===== config.mk =====
export PLATFORM = sky130hd
export DESIGN_NAME = fx_issue_scheduler
export DESIGN_NICKNAME = d
export VERILOG_FILES = /design/src/rtl/fx_sched_pkg.sv /design/src/rtl/fx_scoreboard.sv /design/src/rtl/fx_issue_scheduler.sv
export SDC_FILE = /design/constraint.sdc
export NUM_CORES = 1
export LEC_CHECK = 0
export BUFFER_PORTS_ARGS = -buffer_cell sky130_fd_sc_hd__buf_2
export CORE_ASPECT_RATIO = 1.25
export CORE_UTILIZATION = 58
export CTS_CLUSTER_SIZE = 20
export DETAILED_ROUTE_END_ITERATION = 16
export GPL_TIMING_DRIVEN = 1
export PLACE_DENSITY = 0.79
export SETUP_SLACK_MARGIN = 0.5
export SLEW_MARGIN = 25
export SYNTH_ARGS = -nofsm -noshare
export SYNTH_HDL_FRONTEND = slang
export SYNTH_SLANG_ARGS = --single-unit

===== constraint.sdc =====
create_clock -name clock_i -period 6.5 [get_ports clock_i]
set_input_delay 0.65 -clock clock_i [delete_from_list [all_inputs] [get_ports clock_i]]
set_output_delay 0.65 -clock clock_i [all_outputs]
set_load 0.02 [all_outputs]

===== src/rtl/fx_sched_pkg.sv =====
// Shared defaults and payload layout for the FX in-order issue scheduler.
package fx_sched_pkg;

  localparam int DEPTH_DEF     = 4;
  localparam int REG_W_DEF     = 5;
  localparam int PAYLOAD_W_DEF = 128;
  localparam int CNT_W_DEF     = 16;
  localparam int NUM_GPR       = 32;

  // Bit offsets inside the opaque payload; the scheduler never decodes them.
  localparam int PL_OPCODE_LSB  = 0;
  localparam int PL_OPCODE_W    = 6;
  localparam int PL_XOPCODE_LSB = 6;
  localparam int PL_XOPCODE_W   = 10;
  localparam int PL_FORMAT_LSB  = 16;
  localparam int PL_FORMAT_W    = 4;
  localparam int PL_IMM_LSB     = 20;
  localparam int PL_IMM_W       = 64;
  localparam int PL_ENABLES_LSB = 84;
  localparam int PL_ENABLES_W   = 16;
  localparam int PL_IS64_BIT    = 100;

  localparam logic [3:0] FX_UNIT_CODE = 4'h1;

endpackage


===== src/rtl/fx_scoreboard.sv =====
// GPR busy-bit scoreboard: one set port (issue), one clear port (writeback),
// three source read ports and a destination read port.
module fx_scoreboard
  import fx_sched_pkg::*;
#(
  parameter int REG_W    = REG_W_DEF,
  parameter int NUM_REGS = NUM_GPR
) (
  input  logic                      clock_i,
  input  logic                      reset_i,
  input  logic                      set_en,
  input  logic [REG_W-1:0]          set_addr,
  input  logic                      clr_en,
  input  logic [REG_W-1:0]          clr_addr,
  input  logic [2:0][REG_W-1:0]     rd_addr,
  input  logic [REG_W-1:0]          rd_dst_addr,
  output logic [2:0]                rd_busy,
  output logic                      rd_dst_busy,
  output logic [NUM_REGS-1:0]       busy
);

  logic [NUM_REGS-1:0] busy_reg;
  logic [NUM_REGS-1:0] busy_next;

  // Set is tested first so a same-edge set/clear of one register leaves it busy.
  for (genvar gi = 0; gi < NUM_REGS; gi++) begin : g_bit
    assign busy_next[gi] = (set_en && set_addr == REG_W'(gi)) ? 1'b1 :
                           (clr_en && clr_addr == REG_W'(gi)) ? 1'b0 :
                           busy_reg[gi];
  end

  always_ff @(posedge clock_i or negedge reset_i) begin
    if (!reset_i) busy_reg <= '0;
    else          busy_reg <= busy_next;
  end

  for (genvar gi = 0; gi < 3; gi++) begin : g_rd
    assign rd_busy[gi] = busy_reg[rd_addr[gi]];
  end

  assign rd_dst_busy = busy_reg[rd_dst_addr];
  assign busy        = busy_reg;

endmodule


===== src/rtl/fx_issue_scheduler.sv =====
// In-order issue queue for the FX unit: buffers dispatched instructions and
// releases the head only when its GPR operands and destination are not busy.
module fx_issue_scheduler
  import fx_sched_pkg::*;
#(
  parameter int DEPTH     = DEPTH_DEF,
  parameter int REG_W     = REG_W_DEF,
  parameter int PAYLOAD_W = PAYLOAD_W_DEF,
  parameter int CNT_W     = CNT_W_DEF
) (
  input  logic                 clock_i,
  input  logic                 reset_i,
  input  logic                 flush_i,
  input  logic                 dispValid_i,
  output logic                 dispReady_o,
  input  logic [PAYLOAD_W-1:0] dispPayload_i,
  input  logic [REG_W-1:0]     dispSrc1_i,
  input  logic [REG_W-1:0]     dispSrc2_i,
  input  logic [REG_W-1:0]     dispSrc3_i,
  input  logic [2:0]           dispSrcEn_i,
  input  logic [REG_W-1:0]     dispDst_i,
  input  logic                 dispDstEn_i,
  output logic                 issueEnable_o,
  output logic [PAYLOAD_W-1:0] issuePayload_o,
  output logic [REG_W-1:0]     issueSrc1_o,
  output logic [REG_W-1:0]     issueSrc2_o,
  output logic [REG_W-1:0]     issueSrc3_o,
  output logic [REG_W-1:0]     issueDst_o,
  input  logic                 wbValid_i,
  input  logic [REG_W-1:0]     wbAddress_i,
  output logic [NUM_GPR-1:0]   busy_o,
  output logic [CNT_W-1:0]     stallCount_o
);

  localparam int PTR_W = $clog2(DEPTH);

  logic [PTR_W-1:0] head_reg, tail_reg;
  logic [PTR_W:0]   count_reg;

  logic [PAYLOAD_W-1:0]     payload_mem [DEPTH];
  logic [2:0][REG_W-1:0]    src_mem     [DEPTH];
  logic [2:0]               src_en_mem  [DEPTH];
  logic [REG_W-1:0]         dst_mem     [DEPTH];
  logic                     dst_en_mem  [DEPTH];

  logic                     issue_en_reg;
  logic [PAYLOAD_W-1:0]     issue_payload_reg;
  logic [2:0][REG_W-1:0]    issue_src_reg;
  logic [REG_W-1:0]         issue_dst_reg;
  logic [CNT_W-1:0]         stall_reg;

  logic [2:0][REG_W-1:0]    disp_src;
  logic [2:0][REG_W-1:0]    head_src;
  logic [2:0]               head_src_en;
  logic [REG_W-1:0]         head_dst;
  logic                     head_dst_en;
  logic [2:0]               src_busy;
  logic                     dst_busy;
  logic                     not_empty, head_blocked, can_issue;
  logic                     disp_ready, push, pop;

  assign disp_src    = {dispSrc3_i, dispSrc2_i, dispSrc1_i};
  assign head_src    = src_mem[head_reg];
  assign head_src_en = src_en_mem[head_reg];
  assign head_dst    = dst_mem[head_reg];
  assign head_dst_en = dst_en_mem[head_reg];

  assign disp_ready   = (count_reg != (PTR_W+1)'(DEPTH));
  assign not_empty    = (count_reg != '0);
  assign head_blocked = not_empty && ((|(head_src_en & src_busy)) || (head_dst_en && dst_busy));
  assign can_issue    = not_empty && !head_blocked;
  assign push         = dispValid_i && disp_ready && !flush_i;
  assign pop          = can_issue && !flush_i;

  fx_scoreboard #(.REG_W(REG_W), .NUM_REGS(NUM_GPR)) u_scoreboard (
    .clock_i     (clock_i),
    .reset_i     (reset_i),
    .set_en      (pop && head_dst_en),
    .set_addr    (head_dst),
    .clr_en      (wbValid_i),
    .clr_addr    (wbAddress_i),
    .rd_addr     (head_src),
    .rd_dst_addr (head_dst),
    .rd_busy     (src_busy),
    .rd_dst_busy (dst_busy),
    .busy        (busy_o)
  );

  // Entry storage has no reset; validity is tracked solely by count_reg.
  always_ff @(posedge clock_i) begin
    if (push) begin
      payload_mem[tail_reg] <= dispPayload_i;
      src_mem[tail_reg]     <= disp_src;
      src_en_mem[tail_reg]  <= dispSrcEn_i;
      dst_mem[tail_reg]     <= dispDst_i;
      dst_en_mem[tail_reg]  <= dispDstEn_i;
    end
  end

  always_ff @(posedge clock_i or negedge reset_i) begin
    if (!reset_i) begin
      head_reg          <= '0;
      tail_reg          <= '0;
      count_reg         <= '0;
      issue_en_reg      <= 1'b0;
      issue_payload_reg <= '0;
      issue_src_reg     <= '0;
      issue_dst_reg     <= '0;
    end else if (flush_i) begin
      head_reg     <= tail_reg;
      count_reg    <= '0;
      issue_en_reg <= 1'b0;
    end else begin
      if (push) tail_reg <= tail_reg + PTR_W'(1);
      if (pop)  head_reg <= head_reg + PTR_W'(1);
      case ({push, pop})
        2'b10:   count_reg <= count_reg + (PTR_W+1)'(1);
        2'b01:   count_reg <= count_reg - (PTR_W+1)'(1);
        default: count_reg <= count_reg;
      endcase
      issue_en_reg <= pop;
      if (pop) begin
        issue_payload_reg <= payload_mem[head_reg];
        issue_src_reg     <= head_src;
        issue_dst_reg     <= head_dst;
      end
    end
  end

  always_ff @(posedge clock_i or negedge reset_i) begin
    if (!reset_i)                          stall_reg <= '0;
    else if (head_blocked && stall_reg != '1) stall_reg <= stall_reg + CNT_W'(1);
  end

  assign dispReady_o    = disp_ready;
  assign issueEnable_o  = issue_en_reg;
  assign issuePayload_o = issue_payload_reg;
  assign issueSrc1_o    = issue_src_reg[0];
  assign issueSrc2_o    = issue_src_reg[1];
  assign issueSrc3_o    = issue_src_reg[2];
  assign issueDst_o     = issue_dst_reg;
  assign stallCount_o   = stall_reg;

endmodule

==> flow_metrics.py <==
metrics = {
    "status": {
        "outcome": "finished, final reports clean",
    },
    "setup_path": {
        "cp_slowest_cell": "dfrtp_4",
        "path_class": "register to register",
        "endpoint_kind": "register",
        "crit_fanout": 49,
        "cp-start-kind": "register",
        "crit_arrival_ns": 5.13,
        "path_cells": "mux4_2, mux2i_1, mux2i_1, mux2_2, a211oi_1, a2bb2oi_1, nand4_4, inv_1, nand2_1, fa_1, inv_1, o21ai_0, a2111oi_0",
        "critPathRequiredTime_ns": 6.97,
        "slowest_delay_ns": 0.90,
        "cpLargestDelayFamily": "compound AO/OA/AOI/OAI gates",
        "crit_buf_inv": 2,
    },
    "timing": {
        "setup_viol": 0,
        "fin_worst_skew_ns": 0.02038,
        "fmax_mhz": 214.7,
        "layout_setup_ws_ns": 1.842,
        "maxSlewViolCount": 0,
        "tns_ns": 0,
        "hold_violations": 0,
        "min_period_ns": 4.658,
        "worst_slew_pin_slew_ns": 0.9294,
        "rsz0062_at_grt": "false",
        "finalCritPeriodShare": 0.7166,
        "slew_headroom": 0.3804,
    },
    "synthesis": {
        "synth_fp_nets": 1713,
        "synth_area_um2": 31690,
        "ys_types": 53,
        "ys_seq_area_frac": 0.7372,
        "synth_cells": 1545,
        "ys_ff_latch": 812,
        "yosys_warnings": 0,
        "syn_area_per_cell_um2": 20.51,
    },
    "global_routing": {
        "grt_max_degree": 131,
        "antenna_found_initial": 24,
        "grt_pass1_wl_um": 103300,
        "grt_pass1_vias": 16966,
        "grt_usage": 0.2504,
        "grt_overflow_total": 0,
    },
    "route": {
        "wire_per_inst_um": 24.99,
        "routed_wl_um": 68190,
        "first_pass_iters": 7,
        "vias": 16192,
        "ant_nets": 0,
        "drc": 0,
        "initialDrtViolationCount": 1261,
        "viasPerCell": 5.933,
    },
    "finish": {
        "layoutNonFillerInstCount": 2729,
        "regMostFlops": "payload_mem",
        "drive_gt1_frac": 0.3949,
        "synthToLayoutAreaGrowth_pct": 15.80,
        "nets": 2095,
        "largest_register_ffs": 512,
        "final_cell_area_um2": 36700,
    },
    "cts": {
        "post_cts_resized": 0,
        "cts_setup_buffers": 0,
        "cts_hold_buffers": 0,
        "cts.clk_slew.worst_paths_ns": 0.06,
        "cts_tree": "yes",
        "clock_sinks": 812,
        "htreeDepth": 3,
        "root_buffer": "clkbuf_16",
        "cts_buffer_depth": 3,
        "numCtsBuffers": 76,
        "clk_latency_ns": 0.61,
    },
    "floorplanning": {
        "initial_core_util": 0.5886,
        "io_pins": 360,
        "core_um2": 53850,
        "die_h_um": 263.3,
        "die_x_um": 211.1,
        "fp-row-count": 95,
        "dieArea_um2": 55590,
    },
    "place": {
        "post-place-ws_ns": 1.751,
        "io_buffers": 359,
        "placed_area_um2": 34250,
        "gp_congestion": 0.8932,
        "hpwl_um": 41180,
        "dpl.cell_count": 2576,
    },
    "pwr": {
        "leakagePower_nw": 13.80,
        "pwr_density_cell_nw_per_um2": 475.8,
        "ir_worst_vdd_uv": 463.6,
    },
    "min_path": {
        "hold_class": "primary input to asynchronous set/reset pin",
    },
    "flow_run": {
        "drv_cap": 0,
    },
}
==> cells in the mapped netlist (all sizes together) <==
cell | number | share of area
nand3b | 5 | 0.0012
o211ai | 3 | 0.00071
nor2 | 19 | 0.0023
xnor2 | 16 | 0.0044
or3 | 4 | 0.00079
a311oi | 2 | 0.00055
fa | 1 | 0.00063
a21o | 1 | 0.00024
edfxtp | 608 | 0.58
ha | 5 | 0.0020
nor4bb | 1 | 0.00032
mux2i | 69 | 0.022
a21oi | 4 | 0.00063
dfrtp | 204 | 0.16
o21ai | 48 | 0.0076
nand3 | 23 | 0.0036
nand4b | 2 | 0.00055
a211oi | 5 | 0.0012
and2 | 7 | 0.0014
mux2 | 155 | 0.064
a211o | 1 | 0.00028
and3 | 6 | 0.0012
or2 | 2 | 0.00039
nand4 | 7 | 0.0016
nand2 | 31 | 0.0037
a2111o | 1 | 0.00036
buf | 33 | 0.0075
a31oi | 6 | 0.0012
xnor3 | 1 | 0.00071
mux4 | 154 | 0.11
a2111oi | 3 | 0.00083
nor2b | 14 | 0.0028
a2bb2oi | 1 | 0.00028
a22oi | 4 | 0.00095
o2111ai | 2 | 0.00055
nor3 | 5 | 0.00079
clkbuf | 39 | 0.0046
a41oi | 1 | 0.00028
nor4 | 2 | 0.00039
inv | 15 | 0.0018
o31ai | 24 | 0.0057
a32oi | 2 | 0.00079
nand4bb | 1 | 0.00087
a41o | 1 | 0.00032
nand2b | 7 | 0.0014
==> through the flow <==
stage / utilization / hold WS (ns) / total power, W
6_report: 0.6816 / 0.03601 / 0.01746
5_1_grt: 0.6813 / 0.1108 / 0.01823
4_1_cts: 0.6808 / 0.08636 / 0.01761
3_5_place_dp: 0.6361 / 0.4664 / 0.01331
3_3_place_gp: 0.6355 / 0.4652 / 0.01316
2_1_floorplan: - / 0.3544 / 0.01158
==> logic make-up (layout without fill, tap and decap cells) <==
kind of cell | after synthesis | after routing | synth area share
buffers and inverters | 87 | 530 | 0.01390
xor gates and xnor gates | 17 | 17 | 0.005132
muxes | 378 | 378 | 0.1957
AOI/OAI and AO/OA | 109 | 109 | 0.02239
and+or+nand+nor | 136 | 136 | 0.02314
DFF | 812 | 812 | 0.7372
other | 0 | 14 | 0
adders and majority gates | 6 | 6 | 0.002606
==> power by group <==
| group | switching [W] | total [W] | internal [W] |
|---|---|---|---|
| clock | 0.00184 | 0.00427 | 0.00243 |
| combinational | 0.00323 | 0.00594 | 0.00270 |
| sequential | 0.000644 | 0.00725 | 0.00661 |
==> per-layer routing <==
layer / wire length (um) / vias up / GRT usage / share of wire
li1: - / 6993 / - / -
met1: 26510 / 8499 / 0.3236 / 0.39
met2: 34460 / 548 / 0.4076 / 0.51
met3: 5394 / 124 / 0.07527 / 0.079
met4: 1657 / 28 / 0.08304 / 0.024
met5: 172 / - / 0 / 0.0025
==> layout make-up <==
cell class	instances	area (um2)
Clock inverter	26	212.7
Antenna cell	14	35.03
Timing Repair Buffer	376	2008
Clock buffer	113	2193
Sequential cell	812	23370
Inverter	15	56.30
Fill cell	3431	17150
Multi-Input combinational cell	646	7914
Tap cell	727	909.6
==> path summary, 6_finish.rpt <==
kind / end / slack (ns) / from / depth (start not counted)
worst max-delay path: count_reg[2] / 1.84 / head_reg[1] / 13
worst max register to register: count_reg[2] / 1.84 / head_reg[1] / 13
worst min register to register: issueSrc2_o[4] / 0.47 / issueSrc2_o[4] / 2
worst min-delay path: issueSrc2_o[0] / 0.04 / reset_i / 1
min in group clock_i: payload_mem[0][113] / 0.26 / dispPayload_i[113] / 1
max in group asynchronous: head_reg[0] / 5.23 / reset_i / 2
==> cells in the final DEF, fill, tap and decap left out, types with 14 or more instances in the layout <==
master	count
buf_2	358
clkbuf_1	24
clkbuf_16	78
dfrtp_1	202
diode_2	14
edfxtp_1	608
inv_1	15
mux2_1	21
mux2_2	55
mux2_4	79
mux2i_1	69
mux4_2	154
nand2_1	31
nand3_1	23
nor2_1	19
nor2b_1	14
o21ai_0	40
o31ai_1	24
xnor2_1	16
Power figures use the tool's default switching activity.
